==> config.mk <==
export PLATFORM = sky130hd
export DESIGN_NAME = cache_arbiter
export DESIGN_NICKNAME = d
export VERILOG_FILES = /design/src/rtl/rv32i_types.sv /design/src/rtl/cache_arbiter.sv
export SDC_FILE = /design/constraint.sdc
export NUM_CORES = 1
export LEC_CHECK = 0
export ABC_CLOCK_PERIOD_IN_PS = 4500
export CAP_MARGIN = 15
export CORE_AREA = 5 5 548 550
export CTS_BUF_LIST = sky130_fd_sc_hd__clkbuf_4 sky130_fd_sc_hd__clkbuf_8
export CTS_CLUSTER_SIZE = 30
export DETAILED_ROUTE_END_ITERATION = 7
export DIE_AREA = 0 0 553 555
export GPL_TIMING_DRIVEN = 1
export PLACE_DENSITY_LB_ADDON = 0.08
export SLEW_MARGIN = 10
export SYNTH_ARGS = -nofsm -noshare
export SYNTH_HDL_FRONTEND = slang
export SYNTH_SLANG_ARGS = --single-unit
==> constraint.sdc <==
create_clock -name clk -period 4.5 [get_ports clk]
set_clock_uncertainty 0.2 [all_clocks]
set_input_delay 0.9 -clock clk [delete_from_list [all_inputs] [get_ports clk]]
set_output_delay 0.9 -clock clk [all_outputs]
set_load 0.005 [all_outputs]
==> src/rtl/rv32i_types.sv <==
// Types shared across the memory-side blocks. This file holds the arbiter
// state encoding and the default cacheline width.
package rv32i_types;

  localparam int LINE_W_DEF = 256;

  typedef enum logic [2:0] {
    IDLE    = 3'd0,
    SERVE_I = 3'd1,
    SERVE_D = 3'd2,
    RESP_I  = 3'd3,
    RESP_D  = 3'd4
  } arb_state_e;

endpackage

==> src/rtl/cache_arbiter.sv <==
// Arbitrates I-cache fills and D-cache fills/writebacks onto one shared
// memory port. D side has fixed priority.
//
// state   | meaning
// IDLE    | no transaction; pick D (read/write) over I (read)
// SERVE_I | I-side fill outstanding on memory, waiting for mem_resp
// SERVE_D | D-side fill or writeback outstanding, waiting for mem_resp
// RESP_I  | one-cycle i_resp pulse, i_rdata valid
// RESP_D  | one-cycle d_resp pulse, d_rdata valid
module cache_arbiter
  import rv32i_types::*;
#(
  parameter int LINE_W = LINE_W_DEF,
  parameter int ADDR_W = 32
) (
  input  logic              clk,
  input  logic              rst,
  input  logic              i_read,
  input  logic [ADDR_W-1:0] i_addr,
  output logic [LINE_W-1:0] i_rdata,
  output logic              i_resp,
  input  logic              d_read,
  input  logic              d_write,
  input  logic [ADDR_W-1:0] d_addr,
  input  logic [LINE_W-1:0] d_wdata,
  output logic [LINE_W-1:0] d_rdata,
  output logic              d_resp,
  output logic              mem_read,
  output logic              mem_write,
  output logic [ADDR_W-1:0] mem_addr,
  output logic [LINE_W-1:0] mem_wdata,
  input  logic [LINE_W-1:0] mem_rdata,
  input  logic              mem_resp,
  output logic [31:0]       busy_cycles
);

  arb_state_e        state;
  logic              op_wr;
  logic [ADDR_W-1:0] addr_q;
  logic [LINE_W-1:0] wdata_q;
  logic [LINE_W-1:0] i_rdata_q;
  logic [LINE_W-1:0] d_rdata_q;
  logic [31:0]       busy_q;

  always_ff @(posedge clk or negedge rst) begin
    if (!rst) begin
      state     <= IDLE;
      op_wr     <= 1'b0;
      addr_q    <= '0;
      wdata_q   <= '0;
      i_rdata_q <= '0;
      d_rdata_q <= '0;
      busy_q    <= '0;
    end else begin
      if (state != IDLE && busy_q != 32'hFFFF_FFFF)
        busy_q <= busy_q + 32'd1;

      case (state)
        IDLE: begin
          // A simultaneous read+write from D is serviced as the writeback.
          if (d_read || d_write) begin
            state   <= SERVE_D;
            addr_q  <= d_addr;
            wdata_q <= d_wdata;
            op_wr   <= d_write;
          end else if (i_read) begin
            state  <= SERVE_I;
            addr_q <= i_addr;
            op_wr  <= 1'b0;
          end
        end
        SERVE_I: begin
          if (mem_resp) begin
            i_rdata_q <= mem_rdata;
            state     <= RESP_I;
          end
        end
        SERVE_D: begin
          if (mem_resp) begin
            // A writeback returns no line, so d_rdata keeps the last fill.
            if (!op_wr)
              d_rdata_q <= mem_rdata;
            state <= RESP_D;
          end
        end
        RESP_I, RESP_D: state <= IDLE;
        default:        state <= IDLE;
      endcase
    end
  end

  // Strobes decode from registered state/op only, so they cannot glitch.
  assign mem_read    = (state == SERVE_I) || (state == SERVE_D && !op_wr);
  assign mem_write   = (state == SERVE_D) && op_wr;
  assign mem_addr    = addr_q;
  assign mem_wdata   = wdata_q;
  assign i_resp      = (state == RESP_I);
  assign d_resp      = (state == RESP_D);
  assign i_rdata     = i_rdata_q;
  assign d_rdata     = d_rdata_q;
  assign busy_cycles = busy_q;

endmodule

Yosys cells after proc, flatten, opt, wreduce, memory -nomap -nowiden
Index checks and enable logic that the tools add are counted.

storage, ports and cells
  register bits = 836
  input bits = 582
  output and inout bits = 836
  word-level logic and storage cells = 40

cells by class
  add/sub/neg operators = 1
  equality and inequality tests = 8
  muxes and demuxes = 9
  bitwise gates (word level) = 1
  reductions and logical operators = 14

operators by type and width
  operator                                        count
  two-way mux 32 bit                              2
  adder 32 x 1 -> 32 bit (second input constant)  1
  != test 32 bit (second input constant)          1
  two-way mux 3 bit                               4
  case mux 3 bit (3 select lines)                 1
  == test 3 x 2 -> 1 bit (second input constant)  2
  AND reduction 2 bit                             3
  AND reduction 3 bit                             2
  != test 2 bit (second input constant)           2
  == test 3 x 1 -> 1 bit (second input constant)  1
  == test 3 bit (second input constant)           1
  logical AND 1 bit                               3
  zero test 3 bit                                 1
  != test 3 bit (second input constant)           1
  nonzero test 3 bit                              1
  logical OR 1 bit                                2
  two-way mux 1 bit                               2
  nonzero test 2 bit                              1
  zero test 1 bit                                 1
  inverter 1 bit                                  1

Depth between registers and ports, before layout
Gate-level depths: netlist (run 1).

  word-level depth = 3
  gate-level depth with buffers = 8
  gate-level depth less buffers = 6

Least setup slack after synthesis (run 1)
Ideal clock, no wire load.

  path kind = input -> register
  start point = input port mem_resp
  end point = register d_rdata_q[100], in the netlist d_rdata[100]
  arrival = 2216 ps
  required time = 4175 ps
  setup slack = 1959 ps
  stages = 7
  path through = nand2b_1 > nor3b_1 > and2_1 > clkbuf_1 > clkbuf_1 > buf_2 > mux2_2

between the ends
  word-level cells in the longest chain between the ends = 1

RTL lines
  element                        line                 text
  start, declared                cache_arbiter.sv:33  input logic mem_resp,
  AND reduction 3 bit (no line)  --
  end signal, assigned           cache_arbiter.sv:82  d_rdata_q <= mem_rdata;
  end, declared                  cache_arbiter.sv:42  logic [LINE_W-1:0] d_rdata_q;

No other way between the ends.
A chain may end at the register's enable or synchronous reset.

Worst setup path after layout (run 1)
  start point = register state[0]
  end point = output port mem_write

between the ends
  word-level cells in the longest chain between the ends = 2

RTL lines
  element                 line                 text
  start, declared         cache_arbiter.sv:37  arb_state_e state;
  start signal, assigned  cache_arbiter.sv:47  state <= IDLE;
  start signal, assigned  cache_arbiter.sv:62  state <= SERVE_D;
  start signal, assigned  cache_arbiter.sv:67  state <= SERVE_I;
  == test 3 x 2 -> 1 bit  cache_arbiter.sv:94  assign mem_write = (state == SERVE_D) && op_wr;
  logical AND 1 bit       cache_arbiter.sv:94
  end, declared           cache_arbiter.sv:29  output logic mem_write,

No other way between the ends.

==> results by group, run 1 <==
Placed design
  – DP Cell Count: 7247
  – Worst slack, placed: 0.9587 ns
  – Final RePlAce weighted congestion: 0.7519
  – Post-DP HPWL: 155700 um
  – Port Buffer Count: 1417

Worst setup path
  – CP Class: reg2out
  – Max incr delay on CP: 0.65 ns
  – Crit path buffers/inverters: 1
  – Worst-path maximum fanout: 11
  – Worst path arrival time: 2.50 ns
  – FF-to-FF setup slack: 1.55 ns
  – CP delay by family, top: buffers and inverters
  – CP startpoint kind: register
  – CP Capture Type: output pin
  – Critical Path RT: 3.40 ns
  – Critical Path, Cell by Cell: nor4b_1 > clkdlybuf4s50_1
  – CP max stage cell: clkdlybuf4s50_1

Timing
  – Final setup TNS: 0 ns
  – Hold violation count in the final report: 0
  – Final Setup Violations: 0
  – RSZ-0062 raised after global routing: false
  – Final min period: 3.604 ns
  – Max Freq: 277.5 MHz
  – Max_slew headroom: 41.52%
  – Tightest Pin Transition: 0.8772 ns
  – Final WS setup: 0.8965 ns
  – Max-slew violations: 0
  – Fin crit share: 80.08%

Cells and area
  – Nets: 4088
  – Register area: 20920 sq um
  – Proportion of layout cells with a drive suffix above 1: 31.54%
  – Fill cells: 32.17k
  – Synth-to-layout area growth: 75.16%
  – Layout Utilization: 18.68%
  – Multi-input gate area: 10150 sq um
  – Cell Count, Final, Fillers Out: 7621

Pwr
  – Net switching power: 0.01311 W
  – Comb power frac: 42.8%
  – Reg power frac: 33.1%
  – Pwr dens: 727.3 nW/um^2
  – Internal power: 0.02700 W
  – Clock power frac: 24.2%
  – Switching share of power: 32.69%
  – Peak supply drop: 0.0002337 V
  – Static Leak: 21.56 nW

Logic synthesis
  – Post-Synthesis Cells: 1932
  – Avg Inst Size Synth: 16.30 sq um
  – Yosys warnings: 0
  – Compound-Gate Fraction of Synth Area: 0.6476%
  – Post-Syn Area: 31490 sq um
  – Post-Synth Adder-Cell Area: 0.03973%
  – Yosys cell types: 38
  – Simple-Gate Fraction of Synth Area: 2.038%
  – Syn Nets: 2515
  – XOR/XNOR Fraction of Synth Area: 0.8860%
  – Share of flip-flops with an asynchronous set or reset: 100.0%
  – Yosys reg bits: 836
  – Leading register cell type out of synthesis: dfrtp_1
  – Mux cell area share after synthesis: 28.52%
  – Sequential share of the synthesized area: 66.43%
  – Largest family of logic cells by synthesized area: multiplexers
  – Post-synth EDFFs: 0

Status
  – Result of the run: finished, final reports clean

Clock tree
  – Clock Path Buffers: 4
  – CTS H-tree depth: 4
  – Sink Count: 836
  – Cts bufs inserted: 194
  – Hold_buf cts: 1
  – Clk_lat worst skew: 0.91 ns
  – Reg clk slew, reported paths: 0.05 ns
  – CTS tree: yes
  – Post-CTS Resized: 0
  – Root Driver: clkbuf_8
  – Post-CTS setup buffers: 0

Routing
  – First-pass DRT Iterations: 4
  – Highest routed layer: met5
  – WL met3: 30260 um
  – Routed wl met2: 92990 um
  – M1 wire length: 66800 um
  – DRC errors left: 0
  – Wire per inst: 25.54 um
  – Initial DRC Count: 663
  – Final wirelength: 194700 um
  – Avg Vias per Cell: 3.052
  – Final ANT Viol Nets: 0
  – Vias: 23.26k

Floorplanning
  – Die area: 306900 sq um
  – I/O Pins: 1418
  – Die X: 553 um
  – Core area: 295300 sq um
  – Die Span Y: 555 um
  – # rows: 200
  – Initial Utilization: 10.66%

Min path
  – Hold crit path type: reg2reg

Global routing
  – Largest net degree at the start of global routing: 100
  – First-pass GRT wire length: 256700 um
  – Antenna violations before repair: 126
  – GR Overflow Total: 0
  – Vias in the first global route: 25.87k
  – Total Routing Usage GR: 12.24%

Job
  – Max Cap Violations: 0
## worst reg2reg max path, delay by kind of cell, from the launching register on
kind / cells / cell delay [ns]
adders and majority gates: 1 / 0.37
xor gates and xnor gates: 1 / 0.14
DFF: 1 / 0.54
and+or+nand+nor: 4 / 1.56
## area by class of cell
class / count / share of cell area, %
Inverter: 2 / 0.01361
Clock buffer: 315 / 7.111
Timing Repair Buffer: 1478 / 26.99
Clock inverter: 22 / 0.4605
Antenna cell: 36 / 0.1633
Multi-Input combinational cell: 993 / 18.40
Sequential cell: 836 / 37.93
Tap cell: 3939 / 8.935
## sequential cells by signal, indices dropped and copies added (netlist names)
register / cells
mem_wdata: 256
i_rdata: 256
op_wr: 1
state: 3
d_rdata: 256
mem_addr: 32
busy_cycles: 32
## synth_stat cells, types with 2 or more instances
master / number / area (sq um)
nand4_1: 21 / 131.4
nor3_1: 6 / 30.03
mux2_2: 742 / 8356
nand3_1: 7 / 35.03
and2_1: 3 / 18.77
inv_1: 2 / 7.510
xnor2_1: 21 / 183.9
and3_1: 2 / 12.51
buf_2: 53 / 265.3
xor2_1: 9 / 78.83
nor2_1: 47 / 176.4
nand2_1: 13 / 48.80
nor4_1: 4 / 25.02
a21oi_1: 35 / 175.2
dfrtp_1: 836 / 20920
mux2i_1: 32 / 320.3
clkbuf_1: 47 / 176.4
nor3b_1: 2 / 15.01
and4_1: 2 / 17.52
nand2b_1: 3 / 18.77
mux2_1: 27 / 304.0
or4_1: 2 / 15.01
## layer usage
layer  up-vias  global-route usage [%]
met5         -                       0
met4        70                   2.717
met3       362                   9.065
met2      1205                   20.67
met1     11490                   12.02
li1      10130                       -
## per-stage QoR
step | total power (W) | cell area [sq um] | hold WS, ns
after floorplan | 0.01832 | 31490 | 0.2828
after global placement | 0.03128 | 50880 | 0.2695
after detailed placement | 0.03119 | 50880 | 0.2760
after CTS | 0.04156 | 55070 | 0.1960
after global routing | 0.04283 | 55070 | 0.2659
final | 0.04012 | 55160 | 0.2853
## cell usage in the layout, fill, tap and decap left out, types with 13 or more instances in the layout
cell             Yosys  layout
clkdlybuf4s50_1      0    1416
dfrtp_1            836     836
mux2_2             742     742
clkbuf_8             0     249
clkbuf_4             0      66
nor2_1              47      43
buf_4                0      41
diode_2              0      36
a21oi_1             35      35
mux2i_1             32      32
mux2_1              27      27
nand4_1             21      21
xnor2_1             21      21
buf_12               0      19
nand2_1             13      13
## power groups by stage
| stage | combinational, W | clock, W | sequential [W] |
|---|---|---|---|
| 2_1_floorplan | 0.00493 | 0 | 0.0134 |
| 5_1_grt | 0.0185 | 0.0106 | 0.0138 |
| 3_5_place_dp | 0.0178 | 0 | 0.0134 |
| 3_3_place_gp | 0.0179 | 0 | 0.0134 |
| 4_1_cts | 0.0179 | 0.0103 | 0.0133 |
| 6_report | 0.0172 | 0.00970 | 0.0133 |
## worst paths after layout
check	from	endpoint	cells past startpoint
setup reg to reg	busy_cycles[0]	busy_cycles[28]	6
hold reg to reg	d_rdata[246]	d_rdata[246]	1
min in group asynchronous	rst	d_rdata[145]	2
max in group asynchronous	rst	d_rdata[232]	3
setup / recovery	state[0]	mem_write	2
hold / removal	d_rdata[246]	d_rdata[246]	1
## kinds of logic after synthesis
group / after synthesis
compound gates: 39
xor+xnor: 31
fa+ha+maj: 1
buf+inv: 103
flops: 836
mux: 801
simple gates: 121
No activity file was read; power rests on OpenSTA's default activity.
==> run 2: changes to the inputs <==
--- a/config.mk
+++ b/config.mk
@@ -5,13 +5,13 @@
 export SDC_FILE = /design/constraint.sdc
 export NUM_CORES = 1
 export LEC_CHECK = 0
-export ABC_CLOCK_PERIOD_IN_PS = 4500
+export ABC_CLOCK_PERIOD_IN_PS = 3300
 export CAP_MARGIN = 15
-export CORE_AREA = 5 5 548 550
+export CORE_AREA = 5 5 551 553
 export CTS_BUF_LIST = sky130_fd_sc_hd__clkbuf_4 sky130_fd_sc_hd__clkbuf_8
 export CTS_CLUSTER_SIZE = 30
 export DETAILED_ROUTE_END_ITERATION = 7
-export DIE_AREA = 0 0 553 555
+export DIE_AREA = 0 0 556 558
 export GPL_TIMING_DRIVEN = 1
 export PLACE_DENSITY_LB_ADDON = 0.08
 export SLEW_MARGIN = 10
==> constraint.sdc (replaced) <==
create_clock -name clk -period 3.3 [get_ports clk]
set_clock_uncertainty 0.2 [all_clocks]
set_input_delay 0.66 -clock clk [delete_from_list [all_inputs] [get_ports clk]]
set_output_delay 0.66 -clock clk [all_outputs]
set_load 0.005 [all_outputs]
==> run 2 against run 1 <==
Against the previous run:
- power rose by 37%
- core utilization rose by 0.61 points
- clock power rose by 31%
- flip-flop and latch count did not move
- sequential share of layout area fell by 1.6 points
- combinational power rose by 38%
- largest power group unchanged
==> results by group, run 2 (synthesis gave the netlist of run 1 again) <==
Worst setup path
  – Worst-path maximum fanout: 11 (unchanged)
  – Critical Path, Cell by Cell: nand2_1 > nor2_1 > clkdlybuf4s50_1
  – Max incr delay on CP: 0.56 ns (-0.09 ns)
  – CP Class: reg2out
  – CP Capture Type: output pin
  – Worst path arrival time: 2.24 ns (-0.26 ns)
  – CP startpoint kind: register
  – CP max stage cell: clkdlybuf4s50_1
  – Critical Path RT: 2.44 ns (-0.96 ns)

Placed design
  – Placed inst area: 51380 sq um (+0.99%)
  – Final RePlAce weighted congestion: 0.7757 (+3.2%)
  – Worst slack, placed: 0.1212 ns (-0.8375 ns)
  – Post-DP HPWL: 154400 um (-0.82%)
  – Port Buffer Count: 1417 (unchanged)

Cells and area
  – Synth-to-layout area growth: 82.70%
  – Layout Utilization: 19.29% (+0.61 points)
  – Multi-input gate area: 10160 sq um (+0.11%)
  – Nets: 4333 (+6.0%)
  – Proportion of layout cells with a drive suffix above 1: 30.23% (-1.3 points)
  – Fill cells: 32.51k (+1.1%)
  – Most frequent cells in the layout: 1413 x clkdlybuf4s50_1, 833 x dfrtp_1, 742 x mux2_2
  – Cell area after layout: 57530 sq um (+4.3%)
  – Commonest non-fill, non-tap cell in the layout: clkdlybuf4s50_1
  – Register area: 20920 sq um (about the same)

Timing
  – Hold violation count in the final report: 0 (unchanged)
  – Max-slew violations: 0 (unchanged)
  – Max_slew headroom: 42.15% (+0.63 points)
  – Final min period: 3.098 ns
  – Tightest Pin Transition: 0.8678 ns (-0.009384 ns)
  – Max Freq: 322.8 MHz
  – Fin crit share: 93.87%
  – Final WS setup: 0.2024 ns (-0.6941 ns)
  – RSZ-0062 raised after global routing: true
  – Final Setup Violations: 0 (unchanged)

Floorplanning
  – I/O Pins: 1418 (unchanged)
  – Die X: 556 um (+0.54%)
  – Initial Utilization: 10.56% (-0.11 points)
  – # rows: 201 (+0.50%)
  – Die Span Y: 558 um (+0.54%)
  – Die area: 310200 sq um (+1.1%)
  – Core area: 298300 sq um (+1.0%)

Routing
  – Avg Vias per Cell: 3.061 (+0.28%)
  – DRC errors left: 0 (unchanged)
  – Wire per inst: 24.59 um (-3.7%)
  – Initial DRC Count: 731 (+10%)
  – Final ANT Viol Nets: 0 (unchanged)
  – Final wirelength: 193400 um (-0.66%)
  – Vias: 24.07k (+3.5%)
  – First-pass DRT Iterations: 4 (unchanged)

Clock tree
  – CTS tree: yes
  – Reg clk slew, reported paths: 0.06 ns (about the same)
  – CTS H-tree depth: 4 (unchanged)
  – Clock Path Buffers: 4 (unchanged)
  – Clk_lat worst skew: 0.90 ns (about the same)
  – Cts bufs inserted: 189 (-2.6%)
  – Root Driver: clkbuf_8
  – Sink Count: 836 (unchanged)

Global routing
  – Antenna violations before repair: 87 (-31%)
  – Vias in the first global route: 26.85k (+3.8%)
  – Total Routing Usage GR: 11.89% (-0.35 points)
  – First-pass GRT wire length: 254200 um (-0.98%)
  – GR Overflow Total: 0 (unchanged)
  – Largest net degree at the start of global routing: 69 (-31%)

Pwr
  – Pwr dens: 952.4 nW/um^2 (+31%)
  – Peak supply drop: 0.0003329 V (+42%)
  – Static Leak: 22.58 nW (+4.7%)

Job
  – Max Cap Violations: 0 (unchanged)

Min path
  – Hold crit path type: in2reg

Status
  – Result of the run: finished, final reports clean
[run 2: worst paths after layout]
check | slack [ns] | start | end | cells past startpoint
max in group asynchronous | 1.73 | rst | mem_addr[16] | 3
worst min-delay path | 0.15 | d_wdata[162] | mem_wdata[162] | 2
worst max register to register | 0.61 | busy_cycles[0] | busy_cycles[28] | 6
min in group asynchronous | 0.20 | rst | i_rdata[64] | 2
worst max-delay path | 0.20 | state[0] | i_resp | 3
worst min register to register | 0.28 | d_rdata[253] | d_rdata[253] | 1
[run 2: what timing repair did]
item / 4_1_cts / 5_1_grt
hold buffers: 218 / 0
cloned: 0 / 0
resized for setup: 7 / 1
pin swaps: 1 / 0
setup buffers: 0 / 1
hold endpoints to repair: 315 / 0
endpoints found under the setup margin: 5 / 2
[run 2: where the power goes]
group	leakage, nW	switching [W]	internal [W]	total, W
logic	10.5	0.00955	0.0142	0.0237
clock network	2.08	0.00545	0.00721	0.0127
registers	9.99	0.00309	0.0153	0.0184
[run 2: cell type report]
cell class                 instances  share of cell area, %
clock buffer                     305                  6.383
sequential                       836                  36.37
antenna                           24                 0.1044
tap                             3958                  8.608
timing repair buffer            1728                  30.49
multi-input combinational        993                  17.66
inverter                           2                0.01305
clock inverter                    19                 0.3762
[run 2: routing by layer]
layer | vias to the layer above | track usage (%) | wire [um]
li1 | 10560 | - | -
met1 | 12000 | 13.18 | 73720
met2 | 1118 | 19.85 | 92080
met3 | 332 | 6.417 | 22420
met4 | 68 | 3.040 | 4703
met5 | - | 0 | 439
[run 2: critical path, delay by kind of cell (launching register included)]
kind	cells	cell delay, ns
flops	1	0.48
simple gates	2	0.31
buf+inv	1	0.56
[run 2: per-stage QoR]
stage	hold WS, ns	TNS (ns)	power, W	instances
2_1_floorplan	0.1644	0	0.02498	1932
3_3_place_gp	0.2690	0	0.04299	7298
3_5_place_dp	0.2746	0	0.04286	7298
4_1_cts	0.0003398	0	0.05671	7840
5_1_grt	0.03745	-0.01591	0.05831	7853
6_report	0.1510	0	0.05479	7865
